## config.mk

```make
export PLATFORM = sky130hd
export DESIGN_NAME = flex_counter_flat
export DESIGN_NICKNAME = d
export VERILOG_FILES = /design/src/rtl/flexcounter_pkg.sv /design/src/rtl/flexcounter_if.sv /design/src/rtl/flex_counter.sv /design/src/flat_wrapper.sv
export SDC_FILE = /design/constraint.sdc
export NUM_CORES = 1
export LEC_CHECK = 0
export ABC_CLOCK_PERIOD_IN_PS = 2400
export BUFFER_PORTS_ARGS = -buffer_cell sky130_fd_sc_hd__buf_2
export CAP_MARGIN = 20
export CORE_ASPECT_RATIO = 1.5
export CORE_UTILIZATION = 50
export CTS_CLUSTER_DIAMETER = 80
export DETAILED_ROUTE_END_ITERATION = 16
export PLACE_DENSITY_LB_ADDON = 0.25
export SETUP_SLACK_MARGIN = 0.02
export SLEW_MARGIN = 20
export SYNTH_ARGS = -nofsm -noshare
export SYNTH_HDL_FRONTEND = slang
export SYNTH_SLANG_ARGS = --single-unit
```

## constraint.sdc

```tcl
create_clock -name bus_clk -period 2.4 [get_ports bus_clk]
set_clock_uncertainty 0.15 [all_clocks]
set_input_delay 0.12 -clock bus_clk [delete_from_list [all_inputs] [get_ports bus_clk]]
set_output_delay 0.12 -clock bus_clk [all_outputs]
set_load 0.005 [all_outputs]
```

## src/rtl/flexcounter_pkg.sv

```systemverilog
// flexcounter_pkg -- shared constants for the programmable wrap counter.
//   COUNTSIZE_DEFAULT  : default upper bound on the terminal count
//   count_width()      : width of every count bus for a given COUNTSIZE
//   COUNTWIDTH_DEFAULT : count_width(COUNTSIZE_DEFAULT), 14 bits
//   count_action_e     : per-cycle action chosen by the next-state logic
package flexcounter_pkg;

  localparam int unsigned COUNTSIZE_DEFAULT = 10000;

  // A bound below 2 would give a zero-width bus; keep at least one bit.
  function automatic int unsigned count_width(input int unsigned size);
    return (size < 2) ? 1 : $clog2(size);
  endfunction

  localparam int unsigned COUNTWIDTH_DEFAULT = count_width(COUNTSIZE_DEFAULT);

  typedef enum logic [1:0] {
    ACT_HOLD = 2'd0,
    ACT_INC  = 2'd1,
    ACT_WRAP = 2'd2
  } count_action_e;

endpackage

```

## src/rtl/flexcounter_if.sv

```systemverilog
// flexcounter_if -- signal bundle for flex_counter.
//   clk           : sole clock
//   nRST          : synchronous reset, active-high despite the name
//   enableCounter : 1 = advance each edge, 0 = hold
//   maxCount      : terminal count, unsigned, COUNTWIDTH bits
//   count         : current counter value, COUNTWIDTH bits
//   strobe        : one-cycle wrap pulse
// Modports: dut (design side) and tb (mirror).
interface flexcounter_if #(
  parameter int unsigned COUNTSIZE = flexcounter_pkg::COUNTSIZE_DEFAULT
) ();
  import flexcounter_pkg::*;

  localparam int unsigned COUNTWIDTH = count_width(COUNTSIZE);

  logic                  clk;
  logic                  nRST;
  logic                  enableCounter;
  logic [COUNTWIDTH-1:0] maxCount;
  logic [COUNTWIDTH-1:0] count;
  logic                  strobe;

  modport dut (
    input  clk,
    input  nRST,
    input  enableCounter,
    input  maxCount,
    output count,
    output strobe
  );

  modport tb (
    output clk,
    output nRST,
    output enableCounter,
    output maxCount,
    input  count,
    input  strobe
  );

endinterface

```

## src/rtl/flex_counter.sv

```systemverilog
// flex_counter -- programmable up-counter that wraps to 0 after reaching
// maxCount and pulses strobe for the cycle in which count reads 0 after a wrap.
// Port: bus (flexcounter_if.dut)
//   in : clk, nRST (sync, active-high), enableCounter, maxCount
//   out: count (registered), strobe (registered)
// COUNTSIZE must match the parameter of the connected interface instance.
module flex_counter
  import flexcounter_pkg::*;
#(
  parameter int unsigned COUNTSIZE = COUNTSIZE_DEFAULT
) (
  flexcounter_if.dut bus
);

  localparam int unsigned COUNTWIDTH = count_width(COUNTSIZE);

  logic [COUNTWIDTH-1:0] r_count;
  logic                  r_strobe;

  count_action_e         w_action;
  logic [COUNTWIDTH-1:0] w_next_count;
  logic                  w_next_strobe;

  // Wrapping on >= (not ==) means a maxCount lowered below the current
  // value still wraps on the next enabled edge instead of running on.
  always_comb begin
    w_action      = ACT_HOLD;
    w_next_count  = r_count;
    w_next_strobe = 1'b0;

    if (bus.enableCounter) begin
      w_action = (r_count >= bus.maxCount) ? ACT_WRAP : ACT_INC;
    end

    unique case (w_action)
      ACT_INC:  w_next_count = r_count + COUNTWIDTH'(1);
      ACT_WRAP: begin
        w_next_count  = '0;
        w_next_strobe = 1'b1;
      end
      default: ;
    endcase
  end

  always_ff @(posedge bus.clk) begin
    if (bus.nRST) begin
      r_count  <= '0;
      r_strobe <= 1'b0;
    end else begin
      r_count  <= w_next_count;
      r_strobe <= w_next_strobe;
    end
  end

  assign bus.count  = r_count;
  assign bus.strobe = r_strobe;

endmodule

```

## src/flat_wrapper.sv

```systemverilog
// flat-port wrapper written by rule: the top's interface ports become plain ports
module flex_counter_flat import flexcounter_pkg::*;
#(
  parameter int unsigned COUNTSIZE = COUNTSIZE_DEFAULT
)
  (bus_clk, bus_nRST, bus_enableCounter, bus_maxCount, bus_count, bus_strobe);
  flexcounter_if #(.COUNTSIZE(COUNTSIZE)) bus_i ();
  input wire logic [$bits(bus_i.clk)-1:0] bus_clk;
  input wire logic [$bits(bus_i.nRST)-1:0] bus_nRST;
  input wire logic [$bits(bus_i.enableCounter)-1:0] bus_enableCounter;
  input wire logic [$bits(bus_i.maxCount)-1:0] bus_maxCount;
  output wire logic [$bits(bus_i.count)-1:0] bus_count;
  output wire logic [$bits(bus_i.strobe)-1:0] bus_strobe;
  assign bus_i.clk = bus_clk;
  assign bus_i.nRST = bus_nRST;
  assign bus_i.enableCounter = bus_enableCounter;
  assign bus_i.maxCount = bus_maxCount;
  assign bus_count = bus_i.count;
  assign bus_strobe = bus_i.strobe;
  flex_counter #(.COUNTSIZE(COUNTSIZE)) u_core (.bus(bus_i));
endmodule
```

Word-level counts from Yosys, hierarchy flattened
Index checks and enable logic that the tools add are counted.
Word-level totals
  word-level logic and storage cells: 11
  RAM bits: 0
  ROM bits: 0
  memories: 0
  register bits after elaboration: 15
  latch bits: 0
Cells by class
  bitwise operators: 0
  reductions and logical operators: 1
  multiply operators: 0
  order comparisons: 1
  equality and inequality tests: 2
  div/mod/pow operators: 0
  add/subtract/negate cells: 1
  shift-type cells: 0
  mux-type cells: 4
Operators with widths (number)
  $pmux 14 s2: 1
  $add 14x1->14 const B: 1
  $ge 14x14->1: 1
  $mux 2: 2
  $eq 2x1->1 const B: 1
  $eq 2x2->1 const B: 1
  $reduce_bool 2->1: 1
  $mux 1: 1

Longest topological paths before layout
Gate-level depths: netlist of the first run.
  depth after elaboration: 5
  mapped depth: 8
  mapped depth without buffers: 7

Least setup slack after synthesis of the first run
OpenSTA, ideal clock, no wires.
  path kind: register to register
  from: register u_core.r_count[0], in the netlist u_core.bus.count[0]
  to: register u_core.r_count[10], in the netlist u_core.bus.count[10]
  stages on the path, launching flop included: 9
  setup time: 139 ps
  required time: 2111 ps
  period minus slack after synthesis: 1817 ps
  slack: 583 ps
  arrival: 1527 ps
  path buffers: 1
  cell sequence: dfxtp_1 -> inv_1 -> ha_1 -> nand2b_1 -> a21oi_1 -> o311ai_2 -> a21boi_2 -> buf_6 -> nor3_2
On the way
  word-level cells in the longest chain between the ends: 5
Ends and longest elaborated chain
  start: declaration: RTL line flex_counter.sv:17  | logic [COUNTWIDTH-1:0] r_count;
  start signal: assignment: RTL line flex_counter.sv:50  | r_count <= w_next_count;
  $ge 14x14->1: RTL line flex_counter.sv:32  | w_action = (r_count >= bus.maxCount) ? ACT_WRAP : ACT_INC;
  $mux 2: RTL line flex_counter.sv:32
  $mux 2: RTL line flex_counter.sv:31  | if (bus.enableCounter) begin
  $eq 2x2->1 / $eq 2x1->1 (equally long branches): RTL line flex_counter.sv:35  | unique case (w_action)
  $pmux 14 s2 / $reduce_bool 2->1 (equally long branches)
Several ways; a longest one is shown, not always the timed one.
A chain may end at the register's enable or synchronous reset.

Worst setup path in the final report of the first run
  from: register u_core.r_count[3], in the netlist u_core.bus.count[3]
  to: register u_core.r_strobe, in the netlist u_core.bus.strobe
On the way
  word-level cells in the longest chain between the ends: 5
Ends and longest elaborated chain
  $ge 14x14->1: RTL line flex_counter.sv:32
  $mux 2: RTL line flex_counter.sv:32
  $mux 2: RTL line flex_counter.sv:31
  $eq 2x2->1: RTL line flex_counter.sv:35
  $mux 1: RTL line flex_counter.sv:35
  end signal: assignment: RTL line flex_counter.sv:51  | r_strobe <= w_next_strobe;
  end: declaration: RTL line flex_counter.sv:18  | logic r_strobe;
Every way passes these cells.

==> impl_summary.txt, run 1 <==
----------------------------------------------------
[Run status]
  Run status ... complete, no violations

[Route]
  Routed vias ... 931
  Post-DR vias/cell ... 5.29
  First drt pass iteration count ... 6
  1st-iter DRT viols ... 16
  DRC Markers ... 0
  Final ANT Viol Nets ... 0
  Per-cell routed wire length ... 12.6 um
  Final routed wirelength across all metal layers ... 2210 um

[Pwr]
  Part of the total power dissipated in the clock network ... 0.307
  Sequential share of power ... 0.565
  Power share of the combinational group ... 0.128
  Internal power component ... 0.341 mW
  Switching share of total power ... 0.244
  Power density over the cells ... 353 mW/mm^2
  VDD IR-drop max ... 409 uV
  Power spent charging and discharging nets ... 0.110 mW
  Static Leakage ... 0.659 nW

[Final layout]
  Final Net Count ... 187
  Non-Filler Instances ... 176
  Area growth, synth to finish ... 20.0%
  Fraction of final layout cells with drive strength greater than 1 ... 0.344
  Antenna Diode Count ... 0

[Setup path]
  Data required time of the worst path ... 2.47 ns
  Crit Path Class ... reg -> reg
  Critical path capture point ... u_core.bus.strobe$_SDFF_PP0_
  Category of the worst setup path launch point ... flip-flop
  Reg2reg setup slack ... 0.32 ns
  Largest driver fanout on the critical path ... 14
  Reg-to-reg critical path startpoint ... u_core.bus.count[3]$_SDFFE_PP0P_
  Worst Reg-to-Reg Cells ... 6
  End of the worst register-to-register path ... u_core.bus.strobe$_SDFF_PP0_
  Arrival time at the worst endpoint ... 2.15 ns
  Kind of end point of the critical path ... flip-flop
  Critical Path Source ... u_core.bus.count[3]$_SDFFE_PP0P_

[Global route]
  Via count of the first global-routing pass ... 851
  Global-route wire length before repair ... 3530 um
  Antenna violations before repair ... 0
  Pin count of the biggest net entering global routing ... 16
  Total grt overflow ... 0
  Overall routing resource usage ... 0.216

[STA]
  RSZ-0062 raised after global routing ... no
  Final min period ... 2.08 ns
  Post-Route Setup TNS ... 0 ns
  Count of final setup violators ... 0
  FMAX ... 481 MHz
  Fin crit share ... 0.866
  Final count of pins violating max slew ... 0
  Slew at the pin closest to its max-slew limit ... 0.512 ns
  Headroom to the max-slew limit ... 0.658
  Hold violation total from the final report ... 0

[Clock network]
  Root Driver ... sky130_fd_sc_hd__clkbuf_4
  Clock-pin transition on the worst setup and hold timing paths ... 0.09 ns
  Clock net sink count ... 15
  CTS tree ... built
  CTS Buf Count ... 3
  Clk Latency, worst-skew pair ... 0.28 ns
  H-tree Lvls ... 1
  Post-CTS Repair Setup Buffers ... 0
  Resized Gates After CTS ... 0
  CTS Hold Buffers Added ... 0
  Buffer levels on the longest clock path ... 2

[Synth]
  Net count of the mapped netlist ... 152
  Leading post-synthesis cells by cell area ... sky130_fd_sc_hd__dfxtp_1, sky130_fd_sc_hd__ha_1, sky130_fd_sc_hd__nor3_2, sky130_fd_sc_hd__xor2_1, sky130_fd_sc_hd__inv_1
  Main synth FF type ... sky130_fd_sc_hd__dfxtp_1
  Average cell area after synthesis ... 8.85 sq um
  Cell type with the largest total area after synthesis ... sky130_fd_sc_hd__dfxtp_1
  Async set-reset flop share out of synthesis ... 0
  Yosys top cell area share ... 0.283
  Number of unique standard cell types used by synthesis ... 27
  Sequential share of the synthesized area ... 0.283
  Synthesized netlist cell count ... 120
  Number of warnings printed during yosys synthesis ... 0
  Syn Std Cell Area ... 0.00106 sq mm
  Leading post-synthesis cells by instance count ... sky130_fd_sc_hd__dfxtp_1, sky130_fd_sc_hd__ha_1, sky130_fd_sc_hd__inv_1
  Flops & latches, synth ... 15
  Number of flops mapped to enable cells by yosys ... 0

[Place]
  Post-DP HPWL ... 1820 um
  Placer's final routability congestion estimate ... 0.782
  Count of port buffers added during placement ... 31
  Dpl cells ... 172

[Floorplan]
  Rows ... 20
  I/O pins ... 32
  Die area ... 0.00232 sq mm
  Vert. Die Dim ... 58.5 um
  Placeable core region ... 0.00200 sq mm
  Starting utilization of the core area ... 0.531
  Die Span X ... 39.6 um

[Job]
  Max Cap Viol ... 0

[Min path]
  Hold/Removal Path Class ... in -> reg

----------------------------------------------------
==> how the worst min path moves through the flow <==
stage                 startpoint                          endpoint  slack [ns]  cells after the start
2_1_floorplan           bus_nRST  u_core.bus.count[5]$_SDFFE_PP0P_        0.04                      1
3_3_place_gp   bus_enableCounter  u_core.bus.count[0]$_SDFFE_PP0P_        0.33                      3
6_report       bus_enableCounter  u_core.bus.count[0]$_SDFFE_PP0P_        0.06                      3
5_1_grt        bus_enableCounter  u_core.bus.count[0]$_SDFFE_PP0P_        0.07                      3
4_1_cts        bus_enableCounter  u_core.bus.count[0]$_SDFFE_PP0P_        0.03                      3
3_5_place_dp   bus_enableCounter  u_core.bus.count[0]$_SDFFE_PP0P_        0.34                      3
==> critical path: stages (launching register included) <==
cell	delay [ns]
sky130_fd_sc_hd__dfxtp_1	0.40
sky130_fd_sc_hd__ha_1	0.34
sky130_fd_sc_hd__nand4_1	0.12
sky130_fd_sc_hd__a21oi_1	0.17
sky130_fd_sc_hd__o311ai_2	0.17
sky130_fd_sc_hd__a21boi_4	0.47
sky130_fd_sc_hd__nor2b_1	0.18
==> cell usage in the layout (no fill, tap or decap), types with 2 or more instances in the layout <==
cell,Yosys,layout
sky130_fd_sc_hd__a21oi_1,7,7
sky130_fd_sc_hd__nand4_1,6,6
sky130_fd_sc_hd__xor2_1,8,8
sky130_fd_sc_hd__nand3_1,4,4
sky130_fd_sc_hd__dfxtp_1,15,15
sky130_fd_sc_hd__nor2_1,5,5
sky130_fd_sc_hd__buf_4,0,2
sky130_fd_sc_hd__xnor2_1,4,4
sky130_fd_sc_hd__o21ai_0,2,2
sky130_fd_sc_hd__buf_2,1,31
sky130_fd_sc_hd__inv_1,15,15
sky130_fd_sc_hd__and3_1,3,3
sky130_fd_sc_hd__nand2b_1,2,2
sky130_fd_sc_hd__nor2_2,2,2
sky130_fd_sc_hd__nand2_1,8,8
sky130_fd_sc_hd__clkbuf_4,0,3
sky130_fd_sc_hd__nor3_1,3,3
sky130_fd_sc_hd__ha_1,15,15
sky130_fd_sc_hd__nor3_2,10,10
==> stage by stage <==
step / power [mW] / utilization / hold slack, ns / setup WS (ns) / instance area (sq um)
floorplan: 0.293 / - / 0.0397 / 0.583 / 1060
global placement: 0.315 / 0.619 / 0.333 / 0.159 / 1240
detailed placement: 0.318 / 0.619 / 0.335 / 0.0843 / 1240
CTS: 0.456 / 0.633 / 0.0342 / 0.0752 / 1270
global route: 0.478 / 0.637 / 0.0694 / 0.203 / 1270
finish: 0.450 / 0.637 / 0.0569 / 0.321 / 1270
==> state kept, by name, indices dropped and copies added (netlist names) <==
signal / count
u_core.bus.count: 14
u_core.bus.strobe: 1
==> power by group through the flow <==
stage	Combinational, mW	Sequential [mW]	Clock [mW]
after floorplan	0.0318	0.261	0
after global placement	0.0552	0.260	0
after detailed placement	0.0574	0.260	0
after CTS	0.0579	0.254	0.144
after global routing	0.0667	0.255	0.156
final	0.0575	0.254	0.138
==> cell families after synthesis <==
logic type               synth area share
AO/OA/AOI/OAI                      0.0872
XOR/XNOR                           0.0989
adder cells (fa/ha/maj)             0.177
buffers and inverters              0.0718
flip-flops                          0.283
multiplexers                      0.00942
AND/OR/NAND/NOR                     0.273
==> final cells by class <==
cell class                      instances  area (sq um)
Fill cell                             199           727
Tap cell                               22          27.5
Clock inverter                          1          5.00
Inverter                               15          56.3
Timing Repair Buffer                   33           170
Sequential cell                        15           300
Multi-Input combinational cell         87           693
Clock buffer                            3          22.5
==> metal layers <==
layer	GRT usage	routed length, um	vias up
met2	0.405	1220	26
met4	0.0739	22	0
met5	0	0	-
met3	0.0226	97	4
li1	-	-	479
met1	0.234	870	422
Power figures use the tool's default switching activity.
==> inputs of run 2 (changes only) <==
--- a/config.mk
+++ b/config.mk
@@ -5,11 +5,13 @@
 export SDC_FILE = /design/constraint.sdc
 export NUM_CORES = 1
 export LEC_CHECK = 0
-export ABC_CLOCK_PERIOD_IN_PS = 2400
+export ABC_CLOCK_PERIOD_IN_PS = 2000
 export BUFFER_PORTS_ARGS = -buffer_cell sky130_fd_sc_hd__buf_2
 export CAP_MARGIN = 20
+export CELL_PAD_IN_SITES_DETAIL_PLACEMENT = 0
+export CELL_PAD_IN_SITES_GLOBAL_PLACEMENT = 2
 export CORE_ASPECT_RATIO = 1.5
-export CORE_UTILIZATION = 50
+export CORE_UTILIZATION = 29
 export CTS_CLUSTER_DIAMETER = 80
 export DETAILED_ROUTE_END_ITERATION = 16
 export PLACE_DENSITY_LB_ADDON = 0.25
==> constraint.sdc (replaced) <==
create_clock -name bus_clk -period 2 [get_ports bus_clk]
set_clock_uncertainty 0.15 [all_clocks]
set_input_delay 0.1 -clock bus_clk [delete_from_list [all_inputs] [get_ports bus_clk]]
set_output_delay 0.1 -clock bus_clk [all_outputs]
set_load 0.005 [all_outputs]
==> run 2 against run 1 <==
Worst setup slack worse by 0.20 ns. Register-to-register slack worse by 0.20 ns. First-iteration DRC count is 19% lower. Routed wire length is 19% higher. Design area is 11% higher. Power is 40% higher. Final cell count is 19% higher. Global-route usage is 6.9 points lower. Sequential cell count stayed put. Critical path type unchanged. Largest power group unchanged.
==> impl_summary.txt, run 2 (synthesis gave the netlist of run 1 again) <==
----------------------------------------------------
[Run status]
  Run status ... complete, no violations

[Clock network]
  Clock net sink count ... 15
  CTS tree ... built
  Clk Latency, worst-skew pair ... 0.25 ns
  Root Driver ... sky130_fd_sc_hd__clkbuf_8
  Buffer levels on the longest clock path ... 2
  Post-CTS Repair Setup Buffers ... 0
  CTS Buf Count ... 3
  H-tree Lvls ... 1
  Clock-pin transition on the worst setup and hold timing paths ... 0.06 ns

[Job]
  Max Cap Viol ... 0

[Final layout]
  Most frequent standard cell in the layout excluding fill and tap cells ... sky130_fd_sc_hd__buf_2
  Area growth, synth to finish ... 33.1%
  Area of all sequential standard cells ... 300 sq um
  Most used cells in the layout excluding fill and tap cells ... sky130_fd_sc_hd__buf_2, sky130_fd_sc_hd__inv_1, sky130_fd_sc_hd__ha_1, sky130_fd_sc_hd__buf_4, sky130_fd_sc_hd__dfxtp_1
  Largest register FFs ... 14
  Number of inserted filler cells in the final layout ... 382
  Antenna Diode Count ... 0
  Fraction of final layout cells with drive strength greater than 1 ... 0.389
  Final Net Count ... 200
  Area taken by multi-input logic gates ... 692 sq um
  Share of the core filled with cells in the final layout ... 0.410

[Global route]
  Global-route wire length before repair ... 4380 um
  Antenna violations before repair ... 0
  Via count of the first global-routing pass ... 982
  Total grt overflow ... 0
  Pin count of the biggest net entering global routing ... 16
  Overall routing resource usage ... 0.147

[Pwr]
  Total chip power ... 0.630 mW
  Power density over the cells ... 446 mW/mm^2
  Static Leakage ... 0.728 nW
  VDD IR-drop max ... 268 uV

[Min path]
  Count of cells along the worst hold path ... 3
  Sink of the worst hold path ... u_core.bus.count[0]$_SDFFE_PP0P_
  Min-Delay Startpoint ... bus_enableCounter
  Hold/Removal Path Class ... in -> reg

[Floorplan]
  Placeable core region ... 0.00345 sq mm
  Starting utilization of the core area ... 0.308
  Die Span X ... 51.4 um
  Rows ... 26
  Vert. Die Dim ... 76.1 um
  I/O pins ... 32
  Die area ... 0.00391 sq mm

[STA]
  Final count of pins violating max slew ... 0
  Worst-case hold slack ... 0.0707 ns
  Headroom to the max-slew limit ... 0.743
  RSZ-0062 raised after global routing ... no
  Final min period ... 1.88 ns
  FMAX ... 533 MHz
  Fin crit share ... 0.939
  Setup WS post-layout ... 0.123 ns
  Slew at the pin closest to its max-slew limit ... 0.385 ns
  Count of final setup violators ... 0
  Post-Route Setup TNS ... 0 ns
  Hold violation total from the final report ... 0

[Route]
  DRC Markers ... 0
  Per-cell routed wire length ... 12.6 um
  Post-DR vias/cell ... 4.67
  1st-iter DRT viols ... 13
  Final routed wirelength across all metal layers ... 2620 um
  Final ANT Viol Nets ... 0
  First drt pass iteration count ... 4
  Routed vias ... 975

[Setup path]
  Data required time of the worst path ... 2.02 ns
  Worst Reg-to-Reg Cells ... 7
  Crit Path Class ... reg -> reg
  Largest driver fanout on the critical path ... 7
  End of the worst register-to-register path ... u_core.bus.count[7]$_SDFFE_PP0P_
  Arrival time at the worst endpoint ... 1.89 ns
  Category of the worst setup path launch point ... flip-flop
  Kind of end point of the critical path ... flip-flop
  Reg2reg setup slack ... 0.12 ns
  Reg-to-reg critical path startpoint ... u_core.bus.count[3]$_SDFFE_PP0P_

[Place]
  Post-DP HPWL ... 2180 um
  Placer's final routability congestion estimate ... 0.731
  Post-place setup slack ... 0.0912 ns
  Count of port buffers added during placement ... 31

----------------------------------------------------
==> run 2: timing repair <==
item	in CTS	in global routing
resized for setup	0	1
hold buffers	0	0
endpoints found under the hold margin	0	0
endpoints found under the setup margin	0	2
==> run 2: worst max-delay path by stage <==
stage	startpoint	to	slack, ns	cells past startpoint
floorplan	u_core.bus.count[0]$_SDFFE_PP0P_	u_core.bus.count[10]$_SDFFE_PP0P_	0.18	8
global placement	u_core.bus.count[4]$_SDFFE_PP0P_	u_core.bus.count[7]$_SDFFE_PP0P_	0.14	7
detailed placement	u_core.bus.count[5]$_SDFFE_PP0P_	u_core.bus.count[7]$_SDFFE_PP0P_	0.09	7
CTS	u_core.bus.count[5]$_SDFFE_PP0P_	u_core.bus.count[7]$_SDFFE_PP0P_	0.07	7
global route	u_core.bus.count[3]$_SDFFE_PP0P_	u_core.bus.count[2]$_SDFFE_PP0P_	0.03	7
finish	u_core.bus.count[3]$_SDFFE_PP0P_	u_core.bus.count[7]$_SDFFE_PP0P_	0.12	7
==> run 2: area by class of cell <==
type | count | share of cell area
inverter | 15 | 0.0398
tap | 42 | 0.0372
clock buffer | 4 | 0.0319
timing repair buffer | 46 | 0.189
sequential | 15 | 0.212
multi-input combinational | 87 | 0.489
==> run 2: through the flow <==
step	std cells	cell area (sq um)
global placement	205	1360
CTS	209	1410
floorplan	120	1060
finish	209	1410
detailed placement	205	1360
global route	209	1410
==> run 2: power breakdown <==
part / internal (mW) / leakage (nW) / switching [mW] / total (mW)
sequential: 0.302 / 0.121 / 0.00174 / 0.304
clock: 0.141 / 0.0228 / 0.111 / 0.252
combinational: 0.0343 / 0.584 / 0.0397 / 0.0740
total: 0.477 / 0.728 / 0.153 / 0.630
==> run 2: layer usage <==
metal | track usage | vias to the layer above | wire length (um)
li1 | - | 506 | -
met1 | 0.157 | 442 | 1070
met2 | 0.284 | 25 | 1440
met3 | 0.0299 | 2 | 103
met4 | 0.0243 | 0 | 7
met5 | 0 | - | 0
==> run 2: critical path, stage by stage (launching register included) <==
cell	delay, ns
sky130_fd_sc_hd__dfxtp_1	0.32
sky130_fd_sc_hd__ha_1	0.31
sky130_fd_sc_hd__a21oi_1	0.15
sky130_fd_sc_hd__nor2_1	0.07
sky130_fd_sc_hd__o311ai_2	0.33
sky130_fd_sc_hd__a21boi_2	0.10
sky130_fd_sc_hd__buf_4	0.19
sky130_fd_sc_hd__nor3_4	0.19
